$ cat config.mk
export PLATFORM = sky130hd
export DESIGN_NAME = chu_gpo_seq
export DESIGN_NICKNAME = d
export VERILOG_FILES = /design/src/rtl/chu_gpo_seq.sv
export SDC_FILE = /design/constraint.sdc
export NUM_CORES = 1
export LEC_CHECK = 0
export BUFFER_PORTS_ARGS = -buffer_cell sky130_fd_sc_hd__buf_2
export CAP_MARGIN = 20
export CORE_AREA = 2 2 210 233
export CTS_BUF_LIST = sky130_fd_sc_hd__clkbuf_8
export DETAILED_ROUTE_END_ITERATION = 8
export DIE_AREA = 0 0 212 235
export PLACE_DENSITY = 0.55
export RECOVER_POWER = 25
export SYNTH_ARGS = -nofsm -noshare
export SYNTH_HDL_FRONTEND = slang
export SYNTH_SLANG_ARGS = --single-unit
$ cat constraint.sdc
create_clock -name clk -period 4.4 [get_ports clk]
set_clock_uncertainty 0.2 [all_clocks]
set_input_delay 0.44 -clock clk [delete_from_list [all_inputs] [get_ports clk]]
set_output_delay 0.44 -clock clk [all_outputs]
set_load 0.02 [all_outputs]
$ cat src/rtl/chu_gpo_seq.sv
// MMIO slot core driving the LED/GPO bus either from a manual register or
// from an autonomous pattern sequencer (one-shot or looped).
module chu_gpo_seq #(
    parameter int W  = 11,
    parameter int N  = 8,
    parameter int PW = 24
) (
    input  logic         clk,
    input  logic         reset,
    input  logic         cs,
    input  logic         read,
    input  logic         write,
    input  logic [4:0]   addr,
    input  logic [31:0]  wr_data,
    output logic [31:0]  rd_data,
    output logic [W-1:0] dout
);
    localparam int         IW      = (N > 1) ? $clog2(N) : 1;
    localparam logic [4:0] LEN_MAX = 5'(N);

    typedef enum logic {S_IDLE, S_RUN} state_t;
    state_t r_state, w_state_nxt;

    logic [W-1:0]  r_manual, r_dout;
    logic [W-1:0]  r_pat [N];
    logic [11:0]   r_dur [N];
    logic [PW-1:0] r_p, r_pre;
    logic [4:0]    r_len;
    logic [3:0]    r_step;
    logic [11:0]   r_dcnt;
    logic          r_loop, r_done;

    logic          w_wr_en, w_go, w_stop, w_clr, w_ent_ok, w_ent_wr;
    logic          w_tick, w_expire, w_last, w_start, w_finish;
    logic [IW-1:0] w_cur, w_nxt, w_ent_idx;
    logic [11:0]   w_dur_eff;
    logic [4:0]    w_len_eff;
    logic [W-1:0]  w_manual_nxt;
    logic          w_unused;

    assign w_unused = ^{read, wr_data, r_step};
    assign dout     = r_dout;

    always_comb begin
        w_wr_en      = cs & write;
        w_go         = w_wr_en && (addr == 5'd0) && wr_data[0];
        w_stop       = w_wr_en && (addr == 5'd0) && wr_data[2];
        w_clr        = w_wr_en && (addr == 5'd0) && wr_data[3];
        w_ent_idx    = addr[IW-1:0];
        w_ent_ok     = addr[4] && ({1'b0, addr[3:0]} < LEN_MAX);
        w_ent_wr     = w_wr_en && w_ent_ok;
        w_manual_nxt = (w_wr_en && (addr == 5'd1)) ? wr_data[W-1:0] : r_manual;
        w_cur        = r_step[IW-1:0];
        w_nxt        = w_cur + IW'(1);
        w_dur_eff    = (r_dur[w_cur] == 12'd0) ? 12'd1 : r_dur[w_cur];
        w_len_eff    = (r_len == 5'd0) ? 5'd1 : ((r_len > LEN_MAX) ? LEN_MAX : r_len);
        w_tick       = (r_pre == r_p);
        // >= so a duration shortened below the running count expires at once
        w_expire     = w_tick && (r_dcnt >= w_dur_eff - 12'd1);
        w_last       = ({1'b0, r_step} >= w_len_eff - 5'd1);
    end

    always_comb begin
        w_state_nxt = r_state;
        w_start     = 1'b0;
        w_finish    = 1'b0;
        case (r_state)
            S_IDLE: begin
                if (w_go && !w_stop) begin
                    w_state_nxt = S_RUN;
                    w_start     = 1'b1;
                end
            end
            S_RUN: begin
                if (w_stop) begin
                    w_state_nxt = S_IDLE;
                end else if (w_go) begin
                    w_start = 1'b1;
                end else if (w_expire && w_last && !r_loop) begin
                    w_state_nxt = S_IDLE;
                    w_finish    = 1'b1;
                end
            end
            default: w_state_nxt = S_IDLE;
        endcase
    end

    always_ff @(posedge clk) begin
        if (reset) r_state <= S_IDLE;
        else       r_state <= w_state_nxt;
    end

    always_ff @(posedge clk) begin
        if (reset) begin
            r_manual <= '0;
            r_p      <= '0;
            r_len    <= '0;
            r_loop   <= 1'b0;
            for (int unsigned i = 0; i < N; i++) begin
                r_pat[i] <= '0;
                r_dur[i] <= '0;
            end
        end else begin
            if (w_wr_en) begin
                case (addr)
                    5'd0:    r_loop   <= wr_data[1];
                    5'd1:    r_manual <= wr_data[W-1:0];
                    5'd2:    r_p      <= wr_data[PW-1:0];
                    5'd3:    r_len    <= wr_data[4:0];
                    default: ;
                endcase
            end
            if (w_ent_wr) begin
                r_pat[w_ent_idx] <= wr_data[W-1:0];
                r_dur[w_ent_idx] <= wr_data[27:16];
            end
        end
    end

    always_ff @(posedge clk) begin
        if (reset) begin
            r_step <= '0;
            r_pre  <= '0;
            r_dcnt <= '0;
            r_dout <= '0;
            r_done <= 1'b0;
        end else begin
            if (w_start)       r_done <= 1'b0;
            else if (w_finish) r_done <= 1'b1;
            else if (w_clr)    r_done <= 1'b0;

            if (w_start) begin
                r_step <= '0;
                r_pre  <= '0;
                r_dcnt <= '0;
                r_dout <= r_pat[0];
            end else if (w_state_nxt == S_IDLE) begin
                r_dout <= w_manual_nxt;
            end else begin
                r_pre <= w_tick ? '0 : r_pre + PW'(1);
                if (w_expire) begin
                    r_dcnt <= '0;
                    if (w_last) begin
                        r_step <= '0;
                        r_dout <= r_pat[0];
                    end else begin
                        r_step <= r_step + 4'd1;
                        r_dout <= r_pat[w_nxt];
                    end
                end else if (w_tick) begin
                    r_dcnt <= r_dcnt + 12'd1;
                end
            end
        end
    end

    always_comb begin
        rd_data = '0;
        if (addr[4]) begin
            if (w_ent_ok) begin
                rd_data[27:16] = r_dur[w_ent_idx];
                rd_data[W-1:0] = r_pat[w_ent_idx];
            end
        end else begin
            case (addr)
                5'd0:    rd_data[7:0]    = {r_step, 1'b0, r_loop, r_done, r_state == S_RUN};
                5'd1:    rd_data[W-1:0]  = r_manual;
                5'd2:    rd_data[PW-1:0] = r_p;
                5'd3:    rd_data[4:0]    = r_len;
                5'd4:    rd_data[W-1:0]  = r_dout;
                default: ;
            endcase
        end
    end
endmodule

==> metrics.md, run 1 <==
| Metric | Value |
|---|---|
| Share of total power in sequential cells | `50.2%` |
| Primary FF master, synth | `edfxtp_1` |
| Via Count | `11,800` |
| Clock sink total | `281` |
| Worst skew pair latency | `0.62 ns` |
| Drt total wl | `49,800 um` |
| CP Max Fanout | `6` |
| Relative slew slack | `3.33%` |
| Power Density | `324 nW/um^2` |
| Die area | `49,800 um^2` |
| Post-synth EDFFs | `184` |
| Post-synthesis sequential area ratio | `49.8%` |
| Synth area leader | `edfxtp_1` |
| Top post-synthesis cells by area | `edfxtp_1, dfxtp_1, and2_1` |
| Synth Area in XOR/XNOR | `2.39%` |
| Top-count cell post-synth | `edfxtp_1` |
| #FFs+latches synth | `281` |
| CTS Buffer Depth | `3` |
| Max Freq | `213 MHz` |
| Grt ovf | `0` |
| Synth Instances | `1,338` |
| CP required | `4.72 ns` |
| DPL Wire Length | `32,700 um` |
| Mean Syn Cell Area | `11.2 um^2` |
| Clock power frac | `41.8%` |
| Area delta synth->final | `21.6%` |
| Failing checks | `negative setup slack` |
| Met1 GRT Util | `24.3%` |
| Fin crit period | `4.69 ns` |
| Type of origin of the critical path | `register` |
| Crit path kind | `register to register` |
| Largest family of logic cells by synthesized area | `simple AND/OR/NAND/NOR gates` |
| Synth warn | `0` |
| CTS clk-pin slew, worst paths | `0.06 ns` |
| Vias in the first global route | `12,000` |
| First-pass DRT Iterations | `6` |
| Met2 GRT Util | `33.7%` |
| Final Cycle Share | `107%` |
| Vias per cell | `5.42` |
| Clock buffer count from CTS | `48` |
| Switching power | `1490 uW` |
| Comb pwr share | `8.0%` |
| Distinct cell type count after synthesis | `75` |
| Max-slew violations | `0` |
| Worst Setup End Kind | `register` |
| Worst EP arrival | `5.01 ns` |
| Iter 0 DRT Violations | `1,158` |
| Status | `finished with violations` |
| Pre-CTS setup slack | `-0.378 ns` |
| Top cell type's share of synthesized area | `36.8%` |
| Largest net degree at the start of global routing | `64` |
| # H-tree levels | `2` |
| Initial antenna violation count | `3` |
| GRT Overall Usage | `19.7%` |
| Core ar. | `47,400 um^2` |
| Number of port buffers | `75` |
| Worst-margin pin slew | `1.45 ns` |
| Met3 Usage GRT | `3.64%` |
| Root buffer cell | `clkbuf_8` |
| Simple-gate share of the synthesized area | `18.1%` |
| Final setup vio count | `55` |
| CTS tree | `yes` |
| Layout cells sized above 1 | `25.6%` |
| Leak | `0.00628 uW` |
| Cell-internal power | `4410 uW` |
| RSZ-0062 raised after global routing | `yes` |
| Routed Antenna Nets | `0` |
| Global-route wire length before repair | `73,900 um` |
| Peak supply drop | `0.175 mV` |
| Util after Layout | `38.5%` |
| Die X | `212 um` |
| Mapped Area | `15,000 um^2` |
| Layout Nets | `1,552` |
| GP Congestion | `0.885` |
| Row Count | `84` |
| Starting Density | `31.6%` |
| Post-Synth Adder-Cell Area | `1.75%` |
| Io pins | `85` |
| Switching share of power | `25.3%` |
| Post-layout worst setup margin | `-0.289 ns` |
| Die Ht | `235 um` |
| Max Cap Viol | `0` |
| Drc violations | `0` |
| Mux share of post-synthesis cell area | `10.7%` |
| Grt peak-use layer | `met2` |
| DR WL/cell | `22.9 um` |
| Area fraction in compound gates after synthesis | `13.8%` |
| Post-synth ARST share | `0%` |
| Overall Power | `5900 uW` |
| Hold Violations, Final | `0` |
| Most frequent cells after synthesis | `edfxtp_1, and2_1, a22oi_1` |
| HP Class | `input port to register` |
-- layout make-up --
cell class / instances / area, um^2
multi-input cells: 939 / 7400
clock inverters: 31 / 215
well taps: 645 / 807
repair buffers: 197 / 1480
clock buffers: 56 / 771
inverters: 22 / 85.1
diodes: 2 / 5.00
fillers: 4612 / 29200
flip-flops and latches: 281 / 7470
-- worst max-delay path: stages (launching register included) --
cell      delay (ns)
dfxtp_4         0.45
buf_6           0.15
mux4_2          0.49
mux2i_1         0.17
buf_4           0.14
nand4_1         0.13
nor2_2          0.18
nand2_2         0.08
nor4_2          0.14
nor2_1          0.09
ha_2            0.21
nand3_4         0.09
nor2_1          0.06
xnor2_1         0.13
ha_1            0.31
and4_4          0.27
inv_4           0.05
o22ai_4         0.19
o211ai_1        0.12
or2_1           0.29
buf_6           0.15
or4_1           0.39
a21oi_1         0.13
-- placed cells by master (no fill, tap or decap), types with 8 or more instances in the layout --
master	netlist	routed
nor3_1	15	10
a21oi_1	64	52
ha_1	21	20
mux2_4	8	9
o21ai_0	24	17
clkbuf_1	76	20
mux4_2	46	46
buf_6	3	12
nand3_1	30	27
or3_1	19	17
and3_1	12	12
xnor2_1	34	33
inv_1	21	33
nand4_1	22	22
buf_12	0	8
edfxtp_1	184	184
a21oi_2	2	12
or2_2	11	10
and2_1	180	145
mux2_2	18	17
a311oi_2	8	8
dlygate4sd3_1	0	22
clkinv_1	0	9
clkbuf_8	0	56
dfxtp_1	97	96
and2_0	1	36
a41o_1	11	11
a22oi_1	105	105
nor2_1	74	69
nand2_1	91	89
buf_4	6	71
mux2i_1	25	21
buf_2	10	62
a22o_1	14	14
-- logic make-up after synthesis --
kind of cell,count (synthesis)
XOR/XNOR,41
buffers and inverters,121
AND/OR/NAND/NOR,496
multiplexers,97
adder cells (fa/ha/maj),21
other,2
AO/OA/AOI/OAI,279
flip-flops,281
-- power by group through the flow --
stage / combinational (uW) / sequential [uW] / clock, uW
3_5_place_dp: 435 / 3020 / 0
6_report: 472 / 2960 / 2470
3_3_place_gp: 430 / 3010 / 0
2_1_floorplan: 249 / 2990 / 0
5_1_grt: 500 / 2970 / 2620
4_1_cts: 459 / 2960 / 2510
-- registers in the layout (all words and copies together) (netlist names), named ones only --
register / count
r_done: 1
dout: 11
r_pat: 88
r_dcnt: 12
r_dur: 96
r_manual: 11
r_state: 1
r_p: 24
r_len: 5
r_loop: 1
r_pre: 24
r_step: 4
-- layer usage --
layer | up-vias | wire [um]
met2 | 499 | 24600
met3 | 140 | 3300
li1 | 5336 | -
met4 | 2 | 1930
met1 | 5801 | 20000
met5 | - | 16
-- worst paths after layout --
check | from | slack (ns) | cells after the start | endpoint
setup / recovery | register | -0.29 | 22 | r_step[3]
hold / removal | wr_data[26] | 0.01 | 2 | r_dur[3][10]
setup reg to reg | register | -0.29 | 22 | r_step[3]
hold reg to reg | r_p[11] | 0.29 | 2 | r_p[11]
-- metrics by stage --
stage          hold slack [ns]  cells  TNS (ns)  instance area, um^2
2_1_floorplan            0.255   1341     -1.11                15100
3_3_place_gp             0.271   2049    -14.07                16600
3_5_place_dp             0.278   2049    -14.40                16600
4_1_cts               0.000792   2163     -7.83                17900
5_1_grt                 0.0201   2172    -22.85                18200
6_report                0.0143   2173    -10.37                18200
-- repair_timing --
item | CTS | global route
hold endpoints to repair | 41 | 0
pin swaps | 2 | 12
cloned | 1 | 2
hold buffers | 22 | 0
buffers inserted | 4 | 7
endpoints found under the setup margin | 55 | 56
gates resized for setup | 21 | 62
(Power assumes the default switching activity.)
==> run 2: changes to the inputs <==
--- a/config.mk
+++ b/config.mk
@@ -5,13 +5,14 @@
 export SDC_FILE = /design/constraint.sdc
 export NUM_CORES = 1
 export LEC_CHECK = 0
+export ABC_AREA = 1
 export BUFFER_PORTS_ARGS = -buffer_cell sky130_fd_sc_hd__buf_2
 export CAP_MARGIN = 20
-export CORE_AREA = 2 2 210 233
+export CORE_AREA = 2 2 214 237
 export CTS_BUF_LIST = sky130_fd_sc_hd__clkbuf_8
 export DETAILED_ROUTE_END_ITERATION = 8
-export DIE_AREA = 0 0 212 235
-export PLACE_DENSITY = 0.55
+export DIE_AREA = 0 0 216 239
+export PLACE_DENSITY = 0.54
 export RECOVER_POWER = 25
 export SYNTH_ARGS = -nofsm -noshare
 export SYNTH_HDL_FRONTEND = slang
==> run 2 against run 1 <==
  * The run ends with max-capacitance violations, max-slew violations left
  * Maximum frequency grew 10%
  * Worst setup slack gained 0.44 ns
  * Worst hold slack gained 0.013 ns
  * Area after synthesis grew 3.6%
  * Sequential share of layout area shrank 0.55 points
  * Final cell count grew 28%
  * Clock power shrank 4%
  * First-iteration DRC count grew 43%
  * Highest routed layer is now met4
==> metrics.md, run 2 <==
| Metric | Value |
|---|---|
| Status | `finished with violations` |
| Failing checks | `max-capacitance violations, max-slew violations` |
| Drc violations | `0` |
| Met3 Usage GRT | `3.35%` |
| Stages on worst setup path | `32` |
| Slowest CP cell | `dfxtp_4` |
| Via Count | `14,600` |
| Grt ovf | `0` |
| #FFs+latches synth | `281` |
| Layout Nets | `2,153` |
| Area delta synth->final | `19.0%` |
| Distinct cell type count after synthesis | `49` |
| Top cell type's share of synthesized area | `35.6%` |
| Worst reg-to-reg setup slack | `0.15 ns` |
| Worst Setup End Kind | `register` |
| CTS tree | `yes` |
| Mean Syn Cell Area | `7.91 um^2` |
| Most frequent cells in the layout | `nand2_1, nor2_1, edfxtp_1, inv_1, nand3_1` |
| Worst EP arrival | `4.58 ns` |
| Top post-synthesis cells by area | `edfxtp_1, dfxtp_1, nand2_1` |
| # H-tree levels | `2` |
| Die Ht | `239 um` |
| Fillers | `5,082` |
| Post-synth ARST share | `0%` |
| Biggest register | `r_dur` |
| Max reg flops | `96` |
| Final Cycle Share | `96.6%` |
| Grt peak-use layer | `met2` |
| Met1 GRT Util | `26.7%` |
| Util after Layout | `37.3%` |
| HP Class | `input port to register` |
| Most frequent cells after synthesis | `nand2_1, nor2_1, edfxtp_1` |
| Final setup vio count | `0` |
| Routed Antenna Nets | `0` |
| Crit path kind | `register to register` |
| Cell count after placement | `2,677` |
| Type of origin of the critical path | `register` |
| Cell family contributing the most delay on the critical path | `simple AND/OR/NAND/NOR gates` |
| Clock buffer count from CTS | `48` |
| Max-slew violations | `144` |
| Initial antenna violation count | `1` |
| GRT Overall Usage | `21.0%` |
| DPL Wire Length | `37,300 um` |
| Vias in the first global route | `13,900` |
| First-pass DRT Iterations | `6` |
| Max Cap Viol | `6` |
| Row Count | `86` |
| Primary FF master, synth | `edfxtp_1` |
| Slowest stage delay, CP | `0.42 ns` |
| Layout cells sized above 1 | `14.8%` |
| CTS Buffer Depth | `3` |
| Power Density | `317 nW/um^2` |
| Synth Instances | `1,962` |
| Largest regs | `r_dur x96, r_pat x88` |
| Peak supply drop | `0.209 mV` |
| Commonest non-fill, non-tap cell in the layout | `nand2_1` |
| GP Congestion | `0.912` |
| WP buf/inv | `8` |
| Leak | `0.00730 uW` |
| Vias per cell | `5.22` |
| Synth warn | `0` |
| Number of port buffers | `75` |
| Iter 0 DRT Violations | `1,661` |
| RSZ-0062 raised after global routing | `yes` |
| Top-count cell post-synth | `nand2_1` |
| Post-synthesis sequential area ratio | `48.1%` |
| Fin crit period | `4.25 ns` |
| Largest net degree at the start of global routing | `54` |
| Drt total wl | `56,200 um` |
| Worst-margin pin slew | `1.73 ns` |
| CTS clk-pin slew, worst paths | `0.06 ns` |
| Overall Power | `5860 uW` |
| Met2 GRT Util | `35.0%` |
| DR WL/cell | `20.2 um` |
| Hold Violations, Final | `0` |
| Io pins | `85` |
| Worst skew pair latency | `0.62 ns` |
| Destination of the critical timing path | `dout[4]` |
| Die X | `216 um` |
| Mapped Area | `15,500 um^2` |
| Die area | `51,600 um^2` |
| Relative slew slack | `-15.1%` |
| Global-route wire length before repair | `82,600 um` |
| CP Max Fanout | `7` |
| CP required | `4.73 ns` |
| R2R cell count | `32` |
| Root buffer cell | `clkbuf_8` |
| Starting Density | `31.4%` |
| Post-synth EDFFs | `184` |
| Clock sink total | `281` |
| Max Freq | `235 MHz` |
| Worst reg2reg endpoint | `dout[4]` |
| Most used cell, CP | `nand2_2` |
| Synth area leader | `edfxtp_1` |
| Non-Filler Instances | `2,789` |
| Core ar. | `49,500 um^2` |
## run 2: changes by cell type after synthesis, moves of 25 or more
cell,previous run,this run
a22oi_1,105,27
and2_1,180,2
nand3_1,30,136
xor2_1,7,32
nand2_1,91,401
a21oi_1,64,130
inv_1,21,156
o21ai_0,24,132
mux4_2,46,0
nor2_1,74,312
mux2i_1,25,0
## run 2: per-stage QoR
| stage | hold WS [ns] | setup TNS [ns] | cell area [um^2] | setup WS [ns] |
|---|---|---|---|---|
| after global routing | 0.0150 | -3.34 | 18500 | -0.0930 |
| after detailed placement | 0.281 | -2.46 | 17000 | -0.0917 |
| after global placement | 0.282 | -0.0237 | 17000 | -0.0167 |
| after CTS | 0.00142 | 0 | 18000 | 0.00621 |
| after floorplan | 0.243 | 0 | 15500 | 0.537 |
| final | 0.0271 | 0 | 18500 | 0.151 |
## run 2: how the worst min path moves through the flow
stage               startpoint            to  cells past startpoint
floorplan               r_done        r_done                      2
global placement       r_p[14]       r_p[14]                      2
detailed placement      r_done        r_done                      2
CTS                      reset   r_manual[0]                      2
global route             reset  r_manual[10]                      2
finish                   reset  r_manual[10]                      2
## run 2: layout make-up
class / count / area, um^2 / area share, %
sequential: 281 / 7470 / 40.4
inverter: 188 / 721 / 3.90
tap: 660 / 826 / 4.47
antenna: 1 / 2.50 / 0.0135
timing repair buffer: 186 / 1460 / 7.89
clock inverter: 32 / 175 / 0.948
multi-input combinational: 1385 / 7060 / 38.2
clock buffer: 56 / 771 / 4.17
## run 2: cell families after synthesis
kind of cell	synth area share (%)
xor gates and xnor gates	2.48
DFF	48.1
and+or+nand+nor	25.4
adders and majority gates	1.69
other	0.0484
buffers and inverters	7.95
AOI/OAI and AO/OA	14.4
## run 2: what timing repair did
item	4_1_cts	5_1_grt
resized for setup	2	100
hold endpoints to repair	9	0
buffers inserted	0	7
pin swaps	0	40
gates cloned	0	9
hold buffers	9	0
endpoints found under the setup margin	53	56
## run 2: routing by layer
metal	part of all wire [%]	vias to the layer above
li1	-	6886
met1	42	6877
met2	47	646
met3	6.9	161
met4	4.4	0
met5	0	-
## run 2: power by group
| group | switching (uW) | leakage, uW | internal [uW] |
|---|---|---|---|
| clock | 1160 | 0.000549 | 1220 |
| combinational | 374 | 0.00422 | 152 |
| sequential | 56.0 | 0.00253 | 2900 |
| total | 1590 | 0.00730 | 4280 |
==> run 3: changes to the inputs <==
==> constraint.sdc (replaced) <==
create_clock -name clk -period 3.7 [get_ports clk]
set_clock_uncertainty 0.2 [all_clocks]
set_input_delay 0.37 -clock clk [delete_from_list [all_inputs] [get_ports clk]]
set_output_delay 0.37 -clock clk [all_outputs]
set_load 0.02 [all_outputs]
==> run 3 against run 2 <==
  * The run ends with negative setup slack left
  * Worst setup slack worse by 0.64 ns
  * Maximum frequency up 1.4%
  * Total power up 18%
  * Cell area up 5.7%
  * Clock power up 13%
  * Sequential power up 19%
  * Global-route usage up 0.87 points
  * Flip-flop and latch count unchanged
  * Worst hold slack worse by 0.0054 ns
  * Wire length up 4.0%
  * Clock-buffer cell count down 3
  * Largest power group unchanged
  * Highest routed layer is now met5
==> metrics.md, run 3 (same netlist as run 2, synthesis figures left out) <==
| Metric | Value |
|---|---|
| Drt total wl | `58,500 um` |
| Drc violations | `0` |
| Met3 Routed Length | `4000 um` |
| Largest net degree at the start of global routing | `54` |
| Largest regs | `r_dur x96, r_pat x88` |
| Status | `finished with violations` |
| Initial antenna violation count | `2` |
| Leak | `0.00771 uW` |
| Slowest CP cell | `dfxtp_4` |
| Non-Filler Instances | `2,865` |
| CTS tree | `yes` |
| Grt ovf | `0` |
| Finished Cell Area | `19,500 um^2` |
| Routed wl met2 | `27,700 um` |
| Cell count after placement | `2,727` |
| Vias in the first global route | `14,600` |
| Layout cells sized above 1 | `19.3%` |
| Commonest non-fill, non-tap cell in the layout | `nand2_1` |
| Clock sink total | `281` |
| Final Cycle Share | `113%` |
| Max-slew violations | `0` |
| Share of total power in sequential cells | `51.0%` |
| Pre-CTS setup slack | `-0.502 ns` |
| Worst EP arrival | `4.48 ns` |
| GRT Overall Usage | `21.8%` |
| Global-route wire length before repair | `86,600 um` |
| Crit path kind | `register to register` |
| Worst Setup End Kind | `register` |
| Vias per cell | `5.25` |
| Relative slew slack | `24.1%` |
| Worst skew pair latency | `0.62 ns` |
| Setup tns final | `-21.10 ns` |
| Peak supply drop | `0.253 mV` |
| Switching share of power | `26.9%` |
| Max reg flops | `96` |
| Biggest register | `r_dur` |
| CTS clk-pin slew, worst paths | `0.06 ns` |
| Number of port buffers | `75` |
| CTS Buffer Depth | `3` |
| Post-layout worst setup margin | `-0.490 ns` |
| Die Ht | `239 um` |
| CP required | `3.99 ns` |
| Max Cap Viol | `0` |
| Die X | `216 um` |
| Most frequent cells in the layout | `nand2_1, nor2_1, edfxtp_1, inv_1, nand3_1` |
| Via Count | `15,000` |
| HP Class | `input port to register` |
| Type of origin of the critical path | `register` |
| Clock power frac | `39.1%` |
| RSZ-0062 raised after global routing | `yes` |
| Switching power | `1860 uW` |
| GP Congestion | `0.947` |
| Worst-margin pin slew | `1.14 ns` |
| Final setup vio count | `56` |
| M1 wire length | `24,300 um` |
| DPL Wire Length | `39,900 um` |
| Routed Antenna Nets | `0` |
| Worst reg-to-reg setup slack | `-0.49 ns` |
| Fillers | `5,057` |
| Layout Nets | `2,234` |
| CP Max Fanout | `12` |
| Io pins | `85` |
| Max Freq | `239 MHz` |
| Area delta synth->final | `25.8%` |
| Fin crit period | `4.19 ns` |
| First-pass DRT Iterations | `5` |
| Max layer used | `met5` |
| # H-tree levels | `2` |
| Starting Density | `31.4%` |
| Iter 0 DRT Violations | `1,390` |
| Cell-internal power | `5050 uW` |
| Slowest stage delay, CP | `0.39 ns` |
| Comb pwr share | `9.9%` |
| Core ar. | `49,500 um^2` |
| Clock buffer count from CTS | `49` |
| Power Density | `354 nW/um^2` |
| Cell Area, Placed | `17,300 um^2` |
| Hold Violations, Final | `0` |
| Die area | `51,600 um^2` |
| Row Count | `86` |
| Failing checks | `negative setup slack` |
| DR WL/cell | `20.4 um` |
| Root buffer cell | `clkbuf_8` |
run 3: cell types whose count changed in the layout (fill, tap and decap cells not counted), sizes merged:
cell / previous run / this run
buf: 154 / 210
dlygate4sd3: 9 / 25
clkbuf: 79 / 84
clkinv: 31 / 28
clkinvlp: 0 / 1
diode: 1 / 2
run 3: worst max-delay path: cells and delay by family (launching register included):
kind	cells	cell delay, ns
AND/OR/NAND/NOR	13	1.14
adder cells (fa/ha/maj)	2	0.43
buffers and inverters	10	0.98
flip-flops	1	0.39
XOR/XNOR	1	0.18
AO/OA/AOI/OAI	6	0.72
run 3: layout make-up:
type	count	area (um^2)	area share (%)
Antenna cell	2	5.00	0.0256
Sequential cell	281	7470	38.3
Clock buffer	53	729	3.73
Multi-Input combinational cell	1385	7390	37.8
Timing Repair Buffer	266	2220	11.4
Inverter	188	728	3.73
Tap cell	660	826	4.23
Clock inverter	30	156	0.801
run 3: repair_timing:
| item | 4_1_cts | 5_1_grt |
|---|---|---|
| setup buffers | 12 | 7 |
| hold endpoints to repair | 58 | 0 |
| setup endpoints to repair | 56 | 56 |
| gates cloned | 4 | 9 |
| hold buffers | 25 | 0 |
| pin swaps | 17 | 34 |
| resized for setup | 57 | 146 |
run 3: through the flow:
stage                     hold WS (ns)  utilization (%)  total power [uW]
after global routing            0.0293             39.5              7150
final                           0.0218             39.5              6910
after global placement           0.282             35.0              4210
after floorplan                  0.242                -              3890
after CTS                      0.00239             38.0              6950
after detailed placement         0.292             35.0              4210
run 3: final timing paths:
path | end | startpoint | cells after the start
setup / recovery | dout[6] | register | 32
hold / removal | r_p[20] | wr_data[20] | 3
setup reg to reg | dout[6] | register | 32
hold reg to reg | r_p[14] | r_p[14] | 2
run 3: routing by layer:
metal	track usage, %	vias up
li1	-	7057
met3	2.96	162
met2	36.6	672
met5	0	-
met1	27.7	7156
met4	10.6	2
run 3: power by group through the flow:
stage	clock network, uW	logic, uW	registers (uW)
2_1_floorplan	0	335	3560
3_3_place_gp	0	624	3590
3_5_place_dp	0	627	3590
4_1_cts	2760	660	3520
5_1_grt	2880	734	3530
6_report	2700	683	3530
